### src/rtl/ifetch_queue.sv
// Instruction fetch front end: sequential imem requests, prefetch FIFO, redirect flush.
// Optional IFQ_STARVE_CNT_EN adds a saturating starve-cycle counter output.
module ifetch_queue #(
    parameter int          DEPTH    = 4,
    parameter logic [31:0] RESET_PC = 32'h0000_0000
) (
    input  logic        clk,
    input  logic        rst_n,
    output logic        imem_req,
    output logic [31:0] imem_addr,
    input  logic [31:0] imem_rdata,
    input  logic        stall,
    input  logic        redirect,
    input  logic [31:0] redirect_pc,
    output logic [31:0] ir,
    output logic [31:0] ir_pc,
    output logic        ir_valid
`ifdef IFQ_STARVE_CNT_EN
    ,
    output logic [15:0] starve_cnt
`endif
);

    localparam int AW = $clog2(DEPTH);
    localparam logic [AW+1:0] DEPTH_W = (AW+2)'(DEPTH);

    logic [31:0] fetch_pc;
    logic [31:0] req_pc;
    logic        inflight;
    logic [AW:0] count;
    logic [AW:0] count_next;
    logic [AW-1:0] rd_ptr;
    logic [AW-1:0] wr_ptr;
    logic [31:0] data_q [DEPTH];
    logic [31:0] pc_q [DEPTH];
    logic [AW+1:0] occ;
    logic        push;
    logic        pop;

    assign occ = {1'b0, count} + {{(AW+1){1'b0}}, inflight};
    assign imem_req = rst_n && !redirect && (occ < DEPTH_W);
    assign imem_addr = fetch_pc;
    assign push = inflight && !redirect;
    assign pop = (count != '0) && !stall && !redirect;

    // Head outputs come straight from FIFO storage; NOP when empty.
    always_comb begin
        ir_valid = 1'b0;
        ir = 32'h0;
        ir_pc = 32'h0;
        if (count != '0) begin
            ir_valid = 1'b1;
            ir = data_q[rd_ptr];
            ir_pc = pc_q[rd_ptr];
        end
    end

    // Occupancy update from push/pop.
    always_comb begin
        count_next = count;
        case ({push, pop})
            2'b10: count_next = count + 1'b1;
            2'b01: count_next = count - 1'b1;
            default: count_next = count;
        endcase
    end

    // Control state: pointers, count, in-flight tracking and fetch PC.
    always_ff @(posedge clk or negedge rst_n) begin
        if (!rst_n) begin
            fetch_pc <= RESET_PC;
            req_pc <= 32'h0;
            inflight <= 1'b0;
            count <= '0;
            rd_ptr <= '0;
            wr_ptr <= '0;
        end else if (redirect) begin
            fetch_pc <= redirect_pc & 32'hFFFF_FFFC;
            inflight <= 1'b0;
            count <= '0;
            rd_ptr <= '0;
            wr_ptr <= '0;
        end else begin
            inflight <= imem_req;
            count <= count_next;
            if (imem_req) begin
                req_pc <= fetch_pc;
                fetch_pc <= fetch_pc + 32'd4;
            end
            if (push) wr_ptr <= wr_ptr + 1'b1;
            if (pop) rd_ptr <= rd_ptr + 1'b1;
        end
    end

    // FIFO storage; contents are qualified by count so no reset is needed.
    always_ff @(posedge clk) begin
        if (push) begin
            data_q[wr_ptr] <= imem_rdata;
            pc_q[wr_ptr] <= req_pc;
        end
    end

`ifdef IFQ_STARVE_CNT_EN
    // Saturating count of cycles with no instruction presented.
    always_ff @(posedge clk or negedge rst_n) begin
        if (!rst_n) begin
            starve_cnt <= 16'h0;
        end else if (!ir_valid && starve_cnt != 16'hFFFF) begin
            starve_cnt <= starve_cnt + 16'd1;
        end
    end
`endif

endmodule

### config.mk
export PLATFORM = sky130hd
export DESIGN_NAME = ifetch_queue
export DESIGN_NICKNAME = d
export VERILOG_FILES = /design/src/rtl/ifetch_queue.sv
export SDC_FILE = /design/constraint.sdc
export NUM_CORES = 1
export LEC_CHECK = 0
export CORE_MARGIN = 4
export CORE_UTILIZATION = 40
export DETAILED_ROUTE_END_ITERATION = 8
export PLACE_DENSITY = 0.61
export SYNTH_ARGS = -nofsm -noshare
export SYNTH_HDL_FRONTEND = slang
export SYNTH_SLANG_ARGS = --single-unit
### constraint.sdc
create_clock -name clk -period 6.3 [get_ports clk]
set_input_delay 1.26 -clock clk [delete_from_list [all_inputs] [get_ports clk]]
set_output_delay 1.26 -clock clk [all_outputs]
set_load 0.01 [all_outputs]
==> results.md <==
- Initial Util: 40.62%
- Max Transition Viols Final: 0
- Routed vias: about 7200
- Most frequent cell after synthesis: edfxtp_1
- Number of levels in the clock H-tree: 2
- Global-route wire length before repair: roughly 43 mm
- Post-Synth Simple-Gate Area: 10.56%
- Synth area leader: edfxtp_1
- Pre-Repair DR Iteration Count: 5
- Post-CTS Setup Bufs: 0
- Synth cell count leaders: edfxtp_1 (248), nand2_1 (117), dfrtp_1 (68)
- Core Rows: 65
- Layout Skew: 0.01841 ns
- Syn_area_per_cell: ~16 um2
- Antenna violations before repair: 2
- Top cell type's share of synthesized area: 57.94%
- Die Span Y: 187.3 um
- Critical path required time: 5.04 ns
- Post-synth EDFFs: 248
- CP Class: reg -> out
- Worst hold path type: reg -> reg
- Leakage: 5.507 nW
- Largest family of logic cells by synthesized area: multiplexers
- Hold Buf Count CTS: 0
- Fillcell total: 2659
- Residual DRC count: 0
- Share of synthesized area spent on multiplexers: between 10 and 15%
- Total track usage: between 15 and 20%
- Hpwl dp: 15.61 mm
- Final net count: between 1000 and 1500
- RSZ-0062 raised after global routing: no
- Later-pin clock latency in the skew report: 0.50 ns
- CTS buffer count: 34
- Final min period: 4.381 ns
- Critical path's slowest cell: dfrtp_2
- Setup slack after placement: 2.384 ns
- Placed Cells incl. Taps: approximately 1300
- Core Box Area: 0.03164 mm2
- Adder-cell share of the synthesized area: less than 1%
- Crit path capture type: output port
- DRT iter0 DRCs: 497
- Diodes inserted: 0
- Max cap viols: 0
- Die area: 0.03506 mm2
- Antenna Nets Post-Route: 0
- Fmax: 0.2283 GHz
- CP max stage delay: 0.91 ns
- Global route total overflow: 0
- Layout Cell Area excl Fill: 0.01593 mm2
- Layout Cells excl Fill: 1368
- Worst Path Buf+Inv: 2
- Port Buf Inserts: 159
- Clock buffer depth: 3
- Routability-driven placement congestion ratio: roughly 0.8
- Post-synthesis xor/xnor area fraction: less than 1%
- Post-CTS sizing: 0
- Area delta synth->final: 23.93%
- Max-slew headroom: 28.73%
- Worst path arrival time: 3.12 ns
- Fin Setup TNS: 0 ns
- PwrDens: 415.6 mW/mm2
- Final wirelength: ~27 mm
- Die Width: 187.3 um
- Asr flop ratio synth: 21.52%
- Largest net degree at the start of global routing: 69
- Clock slew seen by the registers of the worst setup and hold paths: 0.06 ns
- # IOs: 166
- Sequential share of the synthesized area: 71.18%
- CP top delay family: buffers and inverters
- Largest cells by area after synthesis: edfxtp_1 (58%), dfrtp_1 (13%), mux4_2 (11%)
- Main flop type after synthesis: edfxtp_1
- TritonCTS clock tree: built
- Status: finished, final reports clean
- Critical path startpoint category: flip-flop
- Hold Violations, Final: 0
- VDD IR max: 0.2190 mV
- Via/cell ratio: about 5.2
- # setup viols final: 0
- Setup ws final: 1.919 ns
- Vias in the first global route: about 7500
- Final core utilization: 50.35%
- Area of the mapped netlist: 0.01285 mm2
- Clk sinks: 316
- Ys Warns: 0
- Layout cell share with drive strength beyond 1: 15.01%
- Synth unique cells: 57
- Drt wl/cell: 19.77 um
- #FFs+latches synth: ~320
- Synth Instances: 783
- Slew @ Worst Pin: 1.065 ns
- Synth Area in Compound Gates: 3.388%
- Crit path cell chain: buf_4 > mux4_2 > nor2b_1 > clkdlybuf4s50_1
- Placed cell areas: 0.01477 mm2
- Worst hold slack: 0.5158 ns
- Critical path fanouts, max: 34
- Fin crit share: 69.53%
- Tot Pwr: between 6 and 7 mW
- CTS root buf: clkbuf_16
## routing by layer
layer / part of all wire, % / wire length (um) / vias up / track usage, %
li1: - / - / 3288 / -
met1: 46 / 12320 / 3617 / 21.87
met2: 47 / 12600 / 229 / 24.58
met3: 6.2 / 1674 / 39 / 3.677
met4: 1.6 / 423 / 4 / 3.925
met5: 0.096 / 26 / - / 0
## worst reg2reg max path: stages, from the launching register on
cell	delay (ns)
dfrtp_1	0.46
nor3_2	0.85
or3_1	0.23
nor2_1	0.06
fa_1	0.40
o22ai_1	0.25
xnor2_1	0.16
nor2_1	0.05
## sequential cells by signal, summed over array words and instances, names as in the netlist
register   cells
data_q       128
pc_q         120
imem_addr     30
req_pc        30
count          3
rd_ptr         2
wr_ptr         2
inflight       1
## power by group
| group | total [mW] | switching, mW | internal (mW) |
|---|---|---|---|
| Clock | 2.04 | 0.781 | 1.26 |
| Sequential | 2.80 | 0.258 | 2.54 |
| Combinational | 1.79 | 0.811 | 0.974 |
| Total | 6.62 | 1.85 | 4.77 |
## cells by family (layout without fill, tap and decap cells)
kind of cell	after synthesis	count (layout)
XOR/XNOR	8	8
multiplexers	66	66
adder cells (fa/ha/maj)	6	6
AND/OR/NAND/NOR	264	264
other	1	4
buffers and inverters	58	238
flip-flops	316	316
AO/OA/AOI/OAI	64	64
## final cells by class
class	count	area, um2	area share, %
multi-input cells	412	3412	21.42
well taps	402	503.0	3.158
inverters	10	37.54	0.2357
clock buffers	40	924.6	5.805
repair buffers	167	1659	10.42
flip-flops and latches	316	9154	57.47
clock inverters	21	237.7	1.493
## path summary, 6_finish.rpt
path                            slack [ns]  depth (start not counted)                        end                  start
worst max-delay path                  1.92                          4                  ir_pc[18]  rd_ptr[1]$_DFFE_PN0P_
worst min-delay path                  0.52                          0       pc_q[3][3]$_DFFE_PP_  req_pc[3]$_DFFE_PN0P_
worst max register to register        3.71                          7       count[2]$_DFFE_PN0P_   count[0]$_DFFE_PN0P_
worst min register to register        0.52                          0       pc_q[3][3]$_DFFE_PP_  req_pc[3]$_DFFE_PN0P_
max in group asynchronous             4.62                          2      rd_ptr[0]$_DFFE_PN0P_                  rst_n
min in group asynchronous             1.02                          2  imem_addr[27]$_DFFE_PN0P_                  rst_n
## layout by cell type (no fill, tap or decap), drive strengths merged, types with 9 or more instances in the layout
| cell type | netlist | layout |
|---|---|---|
| buf | 27 | 9 |
| clkbuf | 21 | 40 |
| clkdlybuf4s50 | 0 | 158 |
| clkinv | 1 | 14 |
| dfrtp | 68 | 68 |
| edfxtp | 248 | 248 |
| inv | 9 | 10 |
| mux4 | 62 | 62 |
| nand2 | 118 | 118 |
| nand3 | 20 | 20 |
| nand4 | 15 | 15 |
| nor2 | 21 | 21 |
| nor2b | 63 | 63 |
| o21ai | 20 | 20 |
Note: power is estimated with default switching activity, not from simulation.
